**config.mk**
```make
export PLATFORM = sky130hd
export DESIGN_NAME = placar_bcd
export DESIGN_NICKNAME = d
export VERILOG_FILES = /design/src/rtl/placar_bcd.sv
export SDC_FILE = /design/constraint.sdc
export NUM_CORES = 1
export LEC_CHECK = 0
export BUFFER_PORTS_ARGS = -buffer_cell sky130_fd_sc_hd__buf_2
export CORE_ASPECT_RATIO = 1.4
export CORE_MARGIN = 2
export CORE_UTILIZATION = 53
export CTS_CLUSTER_DIAMETER = 50
export DETAILED_ROUTE_END_ITERATION = 10
export PLACE_DENSITY = 0.76
export SYNTH_ARGS = -nofsm -noshare
export SYNTH_HDL_FRONTEND = slang
export SYNTH_SLANG_ARGS = --single-unit
```
**constraint.sdc**
```tcl
create_clock -name clock -period 1.9 [get_ports clock]
set_clock_uncertainty 0.15 [all_clocks]
set_input_delay 0.285 -clock clock [delete_from_list [all_inputs] [get_ports clock]]
set_output_delay 0.285 -clock clock [all_outputs]
set_load 0.02 [all_outputs]
```
**src/rtl/placar_bcd.sv**
```systemverilog
// placar_bcd: game score register plus a sequential double-dabble converter.
// The score is updated on control pulses. Every accepted update flags a
// pending conversion. The FSM turns the score into three BCD digits in
// 10 cycles and publishes all three digits together.
// Optional build macro: PLACAR_BLANK_ZEROS_EN replaces leading zero digits
// with the blank code 4'hF when the digits are published.
module placar_bcd #(
   parameter int PONTOS_INICIAIS = 100,
   parameter int PENALIDADE      = 10,
   parameter int BONUS           = 5
) (
   input  logic       clock,
   input  logic       reset,
   input  logic       zeraPontos,
   input  logic       contaErro,
   input  logic       contaAcerto,
   output logic [7:0] pontos,
   output logic [3:0] hundreds,
   output logic [3:0] tens,
   output logic [3:0] ones,
   output logic       ocupado,
   output logic       bcd_valido
);

   typedef enum logic [1:0] {OCIOSO, DESLOCA, CONCLUI} estado_t;

   localparam logic [7:0] INIT_C = 8'(PONTOS_INICIAIS);
   localparam logic [7:0] PEN_C  = 8'(PENALIDADE);
   localparam logic [8:0] BON_C  = 9'(BONUS);

   estado_t     state_q, state_d;
   logic [7:0]  pontos_q, pontos_d;
   logic        pendente_q, pendente_d;
   logic [7:0]  bin_q, bin_d;
   logic [11:0] bcd_q, bcd_d;
   logic [2:0]  iter_q, iter_d;
   logic [3:0]  hundreds_q, hundreds_d;
   logic [3:0]  tens_q, tens_d;
   logic [3:0]  ones_q, ones_d;

   logic        evento;
   logic        captura;
   logic        publica;
   logic [8:0]  soma;
   logic [11:0] bcd_aj;

   // Add-3 correction of every BCD nibble that is 5 or more, ahead of the shift
   for (genvar gi = 0; gi < 3; gi++) begin : g_add3
      assign bcd_aj[4*gi +: 4] = (bcd_q[4*gi +: 4] >= 4'd5) ?
                                 bcd_q[4*gi +: 4] + 4'd3 : bcd_q[4*gi +: 4];
   end

   // Next score: reload beats penalty, penalty beats bonus; one update per edge
   always_comb begin
      pontos_d = pontos_q;
      evento   = 1'b0;
      soma     = {1'b0, pontos_q} + BON_C;
      if (zeraPontos) begin
         pontos_d = INIT_C;
         evento   = 1'b1;
      end else if (contaErro) begin
         pontos_d = (pontos_q >= PEN_C) ? pontos_q - PEN_C : 8'd0;
         evento   = 1'b1;
      end else if (contaAcerto) begin
         pontos_d = soma[8] ? 8'hFF : soma[7:0];
         evento   = 1'b1;
      end
   end

   // Converter FSM next state: capture in OCIOSO, 8 shifts in DESLOCA, publish in CONCLUI
   always_comb begin
      state_d = state_q;
      bin_d   = bin_q;
      bcd_d   = bcd_q;
      iter_d  = iter_q;
      captura = 1'b0;
      publica = 1'b0;
      case (state_q)
         OCIOSO: begin
            if (pendente_q) begin
               captura = 1'b1;
               bin_d   = pontos_q;
               bcd_d   = 12'd0;
               iter_d  = 3'd0;
               state_d = DESLOCA;
            end
         end
         DESLOCA: begin
            {bcd_d, bin_d} = {bcd_aj, bin_q} << 1;
            iter_d         = iter_q + 3'd1;
            if (iter_q == 3'd7) begin
               state_d = CONCLUI;
            end
         end
         CONCLUI: begin
            publica = 1'b1;
            state_d = OCIOSO;
         end
         default: state_d = OCIOSO;
      endcase
   end

   // A new event always wins over the capture clearing the pending flag
   always_comb begin
      pendente_d = evento | (pendente_q & ~captura);
   end

   // Digit outputs only change on publication, so partial results never show
   always_comb begin
      hundreds_d = hundreds_q;
      tens_d     = tens_q;
      ones_d     = ones_q;
      if (publica) begin
         hundreds_d = bcd_q[11:8];
         tens_d     = bcd_q[7:4];
         ones_d     = bcd_q[3:0];
`ifdef PLACAR_BLANK_ZEROS_EN
         if (bcd_q[11:8] == 4'd0) begin
            hundreds_d = 4'hF;
         end
         if (bcd_q[11:4] == 8'd0) begin
            tens_d = 4'hF;
         end
`endif
      end
   end

   // State registers; reset restores the initial score and requests its conversion
   always_ff @(posedge clock or negedge reset) begin
      if (!reset) begin
         state_q    <= OCIOSO;
         pontos_q   <= INIT_C;
         pendente_q <= 1'b1;
         bin_q      <= 8'd0;
         bcd_q      <= 12'd0;
         iter_q     <= 3'd0;
         hundreds_q <= 4'd0;
         tens_q     <= 4'd0;
         ones_q     <= 4'd0;
      end else begin
         state_q    <= state_d;
         pontos_q   <= pontos_d;
         pendente_q <= pendente_d;
         bin_q      <= bin_d;
         bcd_q      <= bcd_d;
         iter_q     <= iter_d;
         hundreds_q <= hundreds_d;
         tens_q     <= tens_d;
         ones_q     <= ones_d;
      end
   end

   assign pontos     = pontos_q;
   assign hundreds   = hundreds_q;
   assign tens       = tens_q;
   assign ones       = ones_q;
   assign ocupado    = (state_q != OCIOSO);
   assign bcd_valido = (state_q == OCIOSO) && !pendente_q;

endmodule
```
* After elaboration in Yosys (flattened, before gate mapping)
Cells that the tools add are included.
** Cells by class
- $add $sub $neg :: 6
- $lt $le $gt $ge :: 4
- Equality and inequality tests :: 5
- Mux-type cells :: 23
- Bitwise gates (word level) :: 3
- Reduce and logical (&&, ||, !) cells :: 8
** Operators with widths (number)
- 8-bit 2-to-1 mux :: 6
- 12-bit one-hot mux with 2 select lines :: 1
- 8-bit one-hot mux with 2 select lines :: 1
- 4-bit by 3-bit >= comparator with 1-bit output (second input constant) :: 3
- 12-bit 2-to-1 mux :: 1
- 8-bit by 3-bit adder with 9-bit output (second input constant) :: 1
- 4-bit by 2-bit adder with 4-bit output (second input constant) :: 2
- 8-bit by 4-bit >= comparator with 1-bit output (second input constant) :: 1
- 4-bit 2-to-1 mux :: 2
- 8-bit by 4-bit subtractor with 8-bit output (second input constant) :: 1
- 1-bit 2-to-1 mux :: 6
- 3-bit 2-to-1 mux :: 2
- 3-bit one-hot mux with 2 select lines :: 1
- 2-bit 2-to-1 mux :: 2
- 2-bit != test (second input constant) :: 2
- 2-bit one-hot mux with 2 select lines :: 1
- 2-bit AND reduction :: 2
- 2-bit nonzero test :: 2
- 3-bit by 1-bit adder with 3-bit output (second input constant) :: 1
- 3-bit by 2-bit adder with 3-bit output (second input constant) :: 1
- 3-bit == test (second input constant) :: 1
- 3-bit nonzero test :: 1
- 2-bit by 1-bit == test with 1-bit output (second input constant) :: 1
- 2-bit == test (second input constant) :: 1
- other kinds (6) :: 6
** Storage, ports and cells
- Register bits :: 46
- Input port bits :: 5
- Output and inout bits :: 22
- Logic and storage cells :: 58

* Depth between registers and ports, before layout
Gate-level depths: netlist of run 1.
- Word-level depth :: 5
- Mapped depth :: 7
- Gate-level depth less buffers :: 6

* Worst setup path after synthesis of run 1
No wires, ideal clock.
- Kind :: register -> register
- From :: reg pontos_q[2] (netlist: pontos[2])
- To :: reg pontos_q[7] (netlist: pontos[7])
- Library setup time :: 96 ps
- Arrival :: 1626 ps
- Data required time :: 1654 ps
- Setup slack :: 28 ps
- Cell stages (with the launch flop) :: 8
- Buffers on the path :: 1
- Clock period less this slack :: 1872 ps
- Cells stage by stage :: dfstp_2 > buf_6 > inv_1 > ha_1 > a21oi_1 > nor4_4 > mux2i_1 > o32ai_2
** On the way
- Longest elaborated chain between the ends :: 5
- Elaborated cells on any way between the ends :: 8
- Those cells by class :: add/sub (2); order compare (1); mux (5)
** Ends and longest elaborated chain
- start: declaration :: line 32 : logic [7:0] pontos_q, pontos_d;
- start signal: assignment :: line 142 : pontos_q <= pontos_d;
- 8-bit by 3-bit adder with 9-bit output :: line 57 : soma = {1'b0, pontos_q} + BON_C;
- 8-bit 2-to-1 mux :: line 65 : pontos_d = soma[8] ? 8'hFF : soma[7:0];
- 8-bit 2-to-1 mux :: line 64 : end else if (contaAcerto) begin
- 8-bit 2-to-1 mux (*) :: line 61 : end else if (contaErro) begin
- 8-bit 2-to-1 mux (*) :: line 58 : if (zeraPontos) begin
Every way passes the cells marked *; elsewhere a longest branch is shown, timed or not. The select of a mux whose other input is x is not followed.
A chain may end at the register's enable or synchronous reset.

* Worst setup path in the final report of run 1
- From :: reg state_q[0]
- To :: out bcd_valido
** On the way
- Longest elaborated chain between the ends :: 2
** Ends and longest elaborated chain
- start: declaration :: line 31 : estado_t state_q, state_d;
- start signal: assignment :: line 141 : state_q <= state_d;
- 2-bit logical NOT :: line 158 : assign bcd_valido = (state_q == OCIOSO) && !pendente_q;
- 1-bit logical AND :: line 158
- end: declaration :: line 22 : output logic bcd_valido
Every way passes these cells.

==> metrics.cfg, run 1 <==
[grt]
overflow=0
grt_max_degree=47
grt.total_usage_pct=21.6
grt_first_pass_wirelength_mm=9.25
grt_pass1_vias=1988
antenna_found_initial=0

[cells_and_area]
final_nets=308
diodes=0
final_common_cell=dfrtp_1
area_delta_synth_final_pct=13.8
fillers=416
final_cell_mix=dfrtp_1 (38), nand2_1 (33), o21ai_0 (32), buf_2 (26), buf_4 (16)
layout-drive-gt1-share_pct=26.8

[power]
power_leakage_nw=1.31
ir_worst_vdd_v=0.000503
p_per_area_nw_per_um2=1020

[worst_setup_path]
crit_type=reg -> out
regToRegStartpoint=pontos[0]$_DFFE_PN0P_
reg2reg_depth=6
end_kind=output pin
reg2reg_to=pontos[6]$_DFFE_PN1P_
critPathMaxFanout=10
required_ns=1.46
arrival_ns=1.37
r2r_slack_ns=0.12
cp-start-kind=register

[detailed_routing]
route.vias.total=2010
drt_iter0_markers=83
avgRoutedWirePerCell_um=15.2
route.detailed.drc=0
avgViaCountPerCell=5.69
drt-pass1-iter-count=4
ant_nets=0
routed_wl_mm=5.38

[status]
outcome=completed

[yosys]
synthAdderAreaFrac_pct=5.99
synth_cell_types=50
syn_nets=273
synth-seq-cells=46
synth_seq_area_share_pct=46.1
synth_area_um2=2510
synthXorXnorAreaFrac_pct=2.45
postSynthAreaPerCell_um2=9.79
async_flop_share_pct=100
yosysWarnings=0
synth_top_family_by_area=compound AO/OA/AOI/OAI gates
synth_compound_area_share_pct=18.8
synth_ff_type=dfrtp_1
synth_edf_count=0
netlist_instances=256
synthMuxAreaShare_pct=6.04
yosys.area_share.simple_pct=15.1

[cts]
cts_root_buffer=clkbuf_8
cts_htree_levels=2
cts.path.max_buffers=2
cts.clk_slew.worst_paths_ns=0.08
cts_buffers=5
cts_sinks=46
cts_tree=yes
clk-insertion-delay-late_ns=0.30

[hold_path]
hp-class=in -> reg
hp-start=zeraPontos
worst_hold_path.num_cells=2
hold_end=pontos[3]$_DFFE_PN0P_

[sta]
hold_ws_ns=0.113
fmax_mhz=553
slew_violations=0
fin_crit_sh_pct=95.2
slew_headroom_pct=61.5
min_period_ns=1.81
hold_violations=0
tns_ns=0
finalSetupViolations=0
worstMarginPinSlew_ns=0.577

[floorplan]
row_count=29
die_width_um=62.1
initial_utilization_pct=55.3
io-pin-count=27
die_height_um=85.4
core_um2=4540
die_area_um2=5300

[placed_design]
routabilityCongestion=0.915
dp.final_hpwl_mm=3.83
io_buffer_count=26

[flow_run]
drv_cap=0

## critical path, cell delays in order (launching register included)
cell and delay, ns:
dfrtp_2 0.47, or2_2 0.34, nor2_1 0.10, buf_2 0.17
## metrics by stage
stage | cells | power, mW | instance area [um2] | setup slack [ns] | util (%)
3_5_place_dp | 342 | 2.35 | 2730 | 0.0725 | 60.2
3_3_place_gp | 342 | 2.31 | 2730 | 0.144 | 60.2
2_1_floorplan | 256 | 2.01 | 2510 | 0.0280 | -
6_report | 353 | 2.92 | 2850 | 0.0914 | 62.9
4_1_cts | 350 | 2.92 | 2820 | 0.0497 | 62.2
5_1_grt | 353 | 3.09 | 2850 | -0.0526 | 62.9
## worst max path at each step
stage | end | start
after CTS | pontos[7]$_DFFE_PN0P_ | pontos[2]$_DFFE_PN1P_
after floorplan | pontos[7]$_DFFE_PN0P_ | pontos[2]$_DFFE_PN1P_
after global placement | pontos[3]$_DFFE_PN0P_ | pontos[2]$_DFFE_PN1P_
final | bcd_valido | state_q[0]$_DFFE_PN0P_
after detailed placement | pontos[7]$_DFFE_PN0P_ | pontos[2]$_DFFE_PN1P_
after global routing | pontos[6]$_DFFE_PN1P_ | pontos[0]$_DFFE_PN0P_
## registers in the layout, indices dropped and copies added, names as in the netlist
register and count:
bcd_q 12, bin_q 8, hundreds 4, iter_q 3, ones 4, pendente_q 1
pontos 8, state_q 2, tens 4
## repair_timing
| action | 4_1_cts | 5_1_grt |
|---|---|---|
| resized for setup | 0 | 7 |
| hold buffers | 1 | 0 |
| setup buffers | 0 | 3 |
| endpoints found under the hold margin | 42 | 0 |
| endpoints found under the setup margin | 0 | 5 |
## area by class of cell
| type | count | area, um2 | share of cell area [%] |
|---|---|---|---|
| clock inverters | 2 | 10.0 | 0.351 |
| multi-input cells | 180 | 1220 | 42.7 |
| repair buffers | 43 | 260 | 9.12 |
| flip-flops and latches | 46 | 1160 | 40.7 |
| clock buffers | 5 | 68.8 | 2.41 |
| inverters | 15 | 56.3 | 1.97 |
| well taps | 62 | 77.6 | 2.72 |
## logic make-up (layout without fill, tap and decap cells)
group | Yosys count | after routing
and+or+nand+nor | 74 | 74
muxes | 14 | 14
xor gates and xnor gates | 7 | 7
DFF | 46 | 46
AOI/OAI and AO/OA | 73 | 73
adders and majority gates | 12 | 12
buffers and inverters | 30 | 65
## report_power, final
part | switching [mW] | internal, mW
Sequential | 0.175 | 1.16
Clock | 0.317 | 0.247
Combinational | 0.573 | 0.450
Total | 1.07 | 1.86
## synth_stat cells, types with 2 or more instances
| cell type | n | area [um2] |
|---|---|---|
| o31ai_1 | 3 | 22.5 |
| nand3_1 | 6 | 30.0 |
| a21oi_1 | 10 | 50.1 |
| nand2b_1 | 4 | 25.0 |
| a22o_1 | 4 | 35.0 |
| and2_1 | 3 | 18.8 |
| nand3b_1 | 2 | 15.0 |
| dfrtp_1 | 42 | 1050 |
| inv_1 | 15 | 56.3 |
| buf_4 | 3 | 22.5 |
| nor2_1 | 7 | 26.3 |
| xor2_1 | 2 | 17.5 |
| dfstp_2 | 4 | 105 |
| mux2_2 | 9 | 101 |
| nor3_1 | 6 | 30.0 |
| o211ai_1 | 2 | 15.0 |
| a211oi_1 | 3 | 22.5 |
| nand2_1 | 33 | 124 |
| buf_2 | 6 | 30.0 |
| clkbuf_1 | 5 | 18.8 |
| ha_1 | 12 | 150 |
| nor2b_1 | 5 | 31.3 |
| a31oi_1 | 3 | 18.8 |
| xnor2_1 | 5 | 43.8 |
| o21ai_0 | 32 | 160 |
| mux2i_1 | 5 | 50.1 |
| a22oi_1 | 2 | 15.0 |
## routing by layer
layer  track usage, %  vias up  routed length (um)
met5                0        -                   0
met1             25.2      985                2210
met3             3.45        9                 200
li1                 -      965                   -
met2             39.1       51                2870
met4             9.90        0                 104
No activity file was read; power rests on OpenSTA's default activity.
==> run 2: changes to the inputs <==
--- a/config.mk
+++ b/config.mk
@@ -12,6 +12,7 @@
 export CTS_CLUSTER_DIAMETER = 50
 export DETAILED_ROUTE_END_ITERATION = 10
 export PLACE_DENSITY = 0.76
+export SETUP_SLACK_MARGIN = 0.4
 export SYNTH_ARGS = -nofsm -noshare
 export SYNTH_HDL_FRONTEND = slang
 export SYNTH_SLANG_ARGS = --single-unit
==> constraint.sdc (replaced) <==
create_clock -name clock -period 1.5 [get_ports clock]
set_clock_uncertainty 0.15 [all_clocks]
set_input_delay 0.225 -clock clock [delete_from_list [all_inputs] [get_ports clock]]
set_output_delay 0.225 -clock clock [all_outputs]
set_load 0.02 [all_outputs]
==> metrics.cfg, run 2 <==
[yosys]
synth-seq-cells=46
yosysWarnings=0
synth_edf_count=0
synth_commonest_cells=dfrtp_1 (42), nand2_1 (33), o21ai_0 (32), inv_1 (15), ha_1 (12)
async_flop_share_pct=100
synth_seq_area_share_pct=46.1
synth_top_area_share_pct=41.9
netlist_instances=256
synth_ff_type=dfrtp_1
postSynthAreaPerCell_um2=9.79
synth_area_um2=2510
synth.most_common_cell=dfrtp_1
syn_nets=273
synthTopCellsByArea=dfrtp_1 (42%), o21ai_0 (6.4%), ha_1 (6.0%)
synth_cell_types=50
yosysTopAreaCell=dfrtp_1

[placed_design]
post-place-ws_ns=-0.225
io_buffer_count=26
dp.final_hpwl_mm=4.45
routabilityCongestion=0.898

[status]
lastStage=5_1_grt
tool.error=[ERROR DPL-0038] Utilization greater than 100%, impossible to legalize
outcome=aborted with a tool error

[cts]
cts_root_buffer=clkbuf_8
cts_htree_levels=2
cts.path.max_buffers=2
cts_buffers=5
cts_sinks=46

[sta]
crit_endpoint=pontos[4]$_DFFE_PN0P_/D
worst-endpoint-pin-kind=register input

[floorplan]
die_height_um=85.4
die_width_um=62.1
row_count=29
io-pin-count=27
initial_utilization_pct=55.3

[grt]
grt_max_degree=20

run 2: cell counts after synthesis:
Identical to the previous run, type by type.
run 2: kinds of logic after synthesis:
family / count (synthesis) / share of synthesized area, %
AO/OA/AOI/OAI: 73 / 18.8
flip-flops: 46 / 46.1
adder cells (fa/ha/maj): 12 / 5.99
AND/OR/NAND/NOR: 74 / 15.1
multiplexers: 14 / 6.04
XOR/XNOR: 7 / 2.45
buffers and inverters: 30 / 5.54
run 2: metrics by stage:
step,hold slack (ns),cells,instance area [um2],utilization [%]
after detailed placement,0.0449,373,3210,70.9
after global placement,0.0482,373,3210,70.9
after CTS,-0.279,424,4170,91.9
after floorplan,-0.221,256,2810,-
run 2: timing repair:
| item | 4_1_cts |
|---|---|
| endpoints found under the setup margin | 68 |
| resized for setup | 126 |
| endpoints found under the hold margin | 16 |
| buffers inserted | 37 |
| pin swaps | 32 |
| cloned | 6 |
==> run 3: changes to the inputs <==
==> config.mk (replaced) <==
export PLATFORM = sky130hd
export DESIGN_NAME = placar_bcd
export DESIGN_NICKNAME = d
export VERILOG_FILES = /design/src/rtl/placar_bcd.sv
export SDC_FILE = /design/constraint.sdc
export NUM_CORES = 1
export LEC_CHECK = 0
export BUFFER_PORTS_ARGS = -buffer_cell sky130_fd_sc_hd__buf_2
export CORE_MARGIN = 2
export CORE_UTILIZATION = 40
export DETAILED_ROUTE_END_ITERATION = 10
export PLACE_DENSITY_LB_ADDON = 0.15
export SYNTH_ARGS = -nofsm -noshare
export SYNTH_HDL_FRONTEND = slang
export SYNTH_SLANG_ARGS = --single-unit
==> constraint.sdc (replaced) <==
create_clock -name clock -period 1.95 [get_ports clock]
set_clock_uncertainty 0.15 [all_clocks]
set_input_delay 0.2925 -clock clock [delete_from_list [all_inputs] [get_ports clock]]
set_output_delay 0.2925 -clock clock [all_outputs]
set_load 0.02 [all_outputs]
==> metrics.cfg, run 3 (synthesized netlist as in run 1, its figures left out) <==
[status]
outcome=completed

[cells_and_area]
largest-register=bcd_q
final_common_cell=dfrtp_1
final_nets=307
final_cell_mix=dfrtp_1 (40), nand2_1 (33), o21ai_0 (32), buf_2 (26), inv_1 (15)
area_delta_synth_final_pct=16.1
fin_util_pct=48.6
fillers=567
finish.instance_area_um2=2910
layout-drive-gt1-share_pct=25.4
largest_reg_flops=12
diodes=0

[grt]
grt.total_usage_pct=16.5
grt_first_pass_wirelength_mm=9.32
grt_max_degree=22
antenna_found_initial=0
overflow=0
grt_pass1_vias=1927

[power]
switching_power_mw=1.04
intPower_mw=1.95
p_per_area_nw_per_um2=1030
netSwitchingFraction_pct=34.7
p_seq_share_pct=43.1
combPwrFrac_pct=33.2
clkPwrFrac_pct=23.7
ir_worst_vdd_v=0.000455
power_leakage_nw=1.34

[cts]
cts_root_buffer=clkbuf_8
cts.clk_slew.worst_paths_ns=0.09
cts_htree_levels=2
cts_tree=yes
cts_buffers=5
cts_sinks=46
clk-insertion-delay-late_ns=0.30
cts.path.max_buffers=2

[placed_design]
io_buffer_count=26
routabilityCongestion=0.848
dp.final_hpwl_mm=3.91
place_area_um2=2770

[worst_setup_path]
reg2reg_to=pontos[4]$_DFFE_PN0P_
r2r_slack_ns=0.13
cp-start-kind=register
crit_type=reg -> out
required_ns=1.51
arrival_ns=1.40
crit_slowest_cell=dfrtp_1
worstSetupEndpoint=bcd_valido
critPathMaxFanout=10
end_kind=output pin
cp_slowest_stage_delay_ns=0.49
cp_cell_sequence=or2_2 > nor2_1 > buf_2
path_buf_inv=1
worst-path-stages=3
reg2reg_depth=5
startpoint=state_q[0]$_DFFE_PN0P_
regToRegStartpoint=pontos[0]$_DFFE_PN0P_
path_delay_family=flip-flops

[hold_path]
hp-class=in -> reg

[flow_run]
drv_cap=0

[sta]
hold_violations=0
fin_crit_sh_pct=94.4
min_period_ns=1.84
rsz0062_at_grt=no
slew_headroom_pct=65.6
worstMarginPinSlew_ns=0.514
finalSetupViolations=0
tns_ns=0
fmax_mhz=543
slew_violations=0

[detailed_routing]
avgRoutedWirePerCell_um=14.4
drt-pass1-iter-count=4
ant_nets=0
routed_wl_mm=5.27
avgViaCountPerCell=5.25
route.vias.total=1921
drt_iter0_markers=130
route.detailed.drc=0

[floorplan]
die_height_um=83.2
io-pin-count=27
core_um2=5990
die_width_um=83.2
die_area_um2=6920
row_count=28
initial_utilization_pct=41.9

==> run 3: stage by stage <==
stage	power, mW	worst slack (ns)	std cells	hold slack (ns)
2_1_floorplan	1.96	0.0780	256	-0.153
3_3_place_gp	2.27	0.171	355	0.126
3_5_place_dp	2.30	0.130	355	0.134
4_1_cts	3.03	0.0964	364	0.0892
5_1_grt	3.21	0.000326	366	0.104
6_report	2.99	0.109	366	0.104
==> run 3: cell type report <==
cell class	count	area, um2	share of cell area [%]
Multi-Input combinational cell	180	1210	41.6
Sequential cell	46	1160	39.8
Timing Repair Buffer	42	278	9.54
Tap cell	75	93.8	3.22
Clock buffer	5	68.8	2.36
Inverter	15	56.3	1.93
Clock inverter	3	43.8	1.50
==> run 3: worst register-to-register path: cells and delay by family, from the launching register on <==
family	cells	cell delay, ns
flops	1	0.45
mux	1	0.28
fa+ha+maj	1	0.24
compound gates	3	0.63
==> run 3: power groups by stage <==
| stage | logic (mW) | clock network [mW] | registers (mW) |
|---|---|---|---|
| floorplan | 0.597 | 0 | 1.36 |
| global placement | 0.971 | 0 | 1.30 |
| detailed placement | 0.992 | 0 | 1.31 |
| CTS | 0.994 | 0.744 | 1.29 |
| global route | 1.11 | 0.777 | 1.32 |
| finish | 0.992 | 0.709 | 1.29 |
==> run 3: timing repair <==
item / 4_1_cts / 5_1_grt
resized for setup: 0 / 2
endpoints found under the setup margin: 0 / 3
hold buffers: 1 / 0
buffers inserted: 0 / 2
endpoints found under the hold margin: 12 / 0
==> run 3: routing by layer <==
layer	part of all wire [%]	track usage, %	vias up	wire, um
met5	0	0	-	0
met4	1.4	4.92	0	75
met3	3.4	3.28	8	180
met2	45	24.8	42	2380
met1	50	24.0	903	2640
li1	-	-	968	-
==> run 3: worst min path at each step <==
stage / from / endpoint / slack, ns / cells past startpoint
after global placement: reset / pontos[1]$_DFFE_PN0P_ / 0.13 / 1
after CTS: zeraPontos / pontos[4]$_DFFE_PN0P_ / 0.09 / 2
after global routing: zeraPontos / pontos[4]$_DFFE_PN0P_ / 0.10 / 2
after floorplan: reset / bcd_q[0]$_DFFE_PN0P_ / -0.15 / 0
final: zeraPontos / pontos[4]$_DFFE_PN0P_ / 0.10 / 2
after detailed placement: reset / pontos[1]$_DFFE_PN0P_ / 0.13 / 1
==> run 4: changes to the inputs <==
--- a/config.mk
+++ b/config.mk
@@ -10,6 +10,7 @@
 export CORE_UTILIZATION = 40
 export DETAILED_ROUTE_END_ITERATION = 10
 export PLACE_DENSITY_LB_ADDON = 0.15
+export RECOVER_POWER = 100
 export SYNTH_ARGS = -nofsm -noshare
 export SYNTH_HDL_FRONTEND = slang
 export SYNTH_SLANG_ARGS = --single-unit
==> constraint.sdc (replaced) <==
create_clock -name clock -period 1.95 [get_ports clock]
set_clock_uncertainty 0.15 [all_clocks]
set_input_delay 0.195 -clock clock [delete_from_list [all_inputs] [get_ports clock]]
set_output_delay 0.195 -clock clock [all_outputs]
set_load 0.02 [all_outputs]
==> metrics.cfg, run 4 (synthesized netlist as in run 1, its figures left out) <==
[worst_setup_path]
end_kind=register
cp_cell_sequence=ha_1 > o211ai_1 > a31oi_1 > mux2_2 > a211oi_1
critPathMaxFanout=6
crit_slowest_cell=dfrtp_2
r2r_slack_ns=0.13
regToRegStartpoint=pontos[0]$_DFFE_PN0P_
arrival_ns=1.88
path_buf_inv=0
reg2reg_to=pontos[4]$_DFFE_PN0P_
worst-path-stages=5
required_ns=2.01
reg2reg_depth=5
crit_type=reg -> reg
path_delay_family=compound AO/OA/AOI/OAI gates
cp-start-kind=register
cp_slowest_stage_delay_ns=0.45

[cts]
cts.path.max_buffers=2
clk-insertion-delay-late_ns=0.30
cts_sinks=46
cts_htree_levels=2
cts_buffers=5
cts.clk_slew.worst_paths_ns=0.09
cts_root_buffer=clkbuf_8
cts_tree=yes

[hold_path]
hp-class=in -> reg
worst_hold_path.num_cells=2
hold_end=pontos[6]$_DFFE_PN1P_
hp-start=contaErro

[power]
power_leakage_nw=1.25
ir_worst_vdd_v=0.000474
power_mw=2.94
p_per_area_nw_per_um2=1030

[cells_and_area]
final_cell_mix=dfrtp_1 (40), nand2_1 (33), o21ai_0 (32), clkbuf_1 (23), inv_1 (15)
layout-drive-gt1-share_pct=16.8
area_delta_synth_final_pct=14.1
final_nets=308
largest-register=bcd_q
diodes=0
final_common_cell=dfrtp_1
largest_reg_flops=12

[grt]
grt_first_pass_wirelength_mm=9.33
overflow=0
grt.total_usage_pct=16.5
grt_max_degree=22
antenna_found_initial=0
grt_pass1_vias=1930

[floorplan]
initial_utilization_pct=41.9
io-pin-count=27
die_height_um=83.2
die_area_um2=6920
row_count=28
core_um2=5990
die_width_um=83.2

[detailed_routing]
ant_nets=0
route.detailed.drc=0
drt-pass1-iter-count=4
avgRoutedWirePerCell_um=14.5
route.vias.total=1908
routed_wl_mm=5.31
avgViaCountPerCell=5.20
drt_iter0_markers=131

[placed_design]
routabilityCongestion=0.848
dp.final_hpwl_mm=3.91
io_buffer_count=26
post-place-ws_ns=0.130

[sta]
finalWorstSetupSlack_ns=0.129
worstMarginPinSlew_ns=1.11
finalSetupViolations=0
rsz0062_at_grt=no
fin_crit_sh_pct=93.4
tns_ns=0
fmax_mhz=549
hold_violations=0
slew_headroom_pct=25.8
min_period_ns=1.82
slew_violations=0

[flow_run]
drv_cap=0

[status]
outcome=completed

-- run 4: cell types whose count changed in the layout (fill, tap and decap cells not counted), moves of 2 or more --
cell      before  now
buf_2         26    8
buf_4         13    6
clkbuf_1       0   23
clkbuf_2       0    2
-- run 4: worst max-delay path by stage --
| stage | from | endpoint | slack [ns] |
|---|---|---|---|
| final | pontos[0]$_DFFE_PN0P_ | pontos[4]$_DFFE_PN0P_ | 0.13 |
| after detailed placement | pontos[1]$_DFFE_PN0P_ | pontos[4]$_DFFE_PN0P_ | 0.13 |
| after floorplan | pontos[2]$_DFFE_PN1P_ | pontos[7]$_DFFE_PN0P_ | 0.08 |
| after CTS | pontos[0]$_DFFE_PN0P_ | pontos[4]$_DFFE_PN0P_ | 0.12 |
| after global routing | pontos[0]$_DFFE_PN0P_ | pontos[4]$_DFFE_PN0P_ | 0.0003 |
| after global placement | pontos[2]$_DFFE_PN1P_ | pontos[3]$_DFFE_PN0P_ | 0.17 |
-- run 4: repair_timing --
item,in CTS,in global routing
hold buffers,2,0
setup buffers,0,2
setup endpoints to repair,0,3
endpoints found under the hold margin,14,0
resized for setup,0,2
-- run 4: routing by layer --
layer  up-vias  routed length, um  track usage (%)  share of wire (%)
met5         -                  0                0                  0
met4         0                 66             4.92                1.2
met2        30               2350             24.8                 44
met3         6                156             3.28                2.9
li1        974                  -                -                  -
met1       898               2730             24.0                 51
-- run 4: worst reg2reg max path: cells and delay by family (launching register included) --
family          cells  cell delay [ns]
mux                 1             0.28
fa+ha+maj           1             0.24
flops               1             0.45
compound gates      3             0.62
-- run 4: metrics by stage --
stage          instances  hold WS, ns  util, %  instance area, um2
4_1_cts              365       0.0731     48.5                2900
5_1_grt              367       0.0946     47.7                2860
6_report             367       0.0877     47.7                2860
3_5_place_dp         355       0.0365     46.3                2770
3_3_place_gp         355       0.0284     46.3                2770
2_1_floorplan        256       -0.251        -                2510
-- run 4: area by class of cell --
| type | instances | area, um2 |
|---|---|---|
| Clock buffer | 5 | 68.8 |
| Clock inverter | 3 | 43.8 |
| Fill cell | 587 | 3130 |
| Inverter | 15 | 56.3 |
| Multi-Input combinational cell | 180 | 1210 |
| Sequential cell | 46 | 1160 |
| Tap cell | 75 | 93.8 |
| Timing Repair Buffer | 43 | 229 |
-- run 4: power by group --
| group | switching (mW) | internal, mW |
|---|---|---|
| logic | 0.552 | 0.385 |
| clock network | 0.324 | 0.384 |
| registers | 0.160 | 1.13 |
| total | 1.04 | 1.90 |
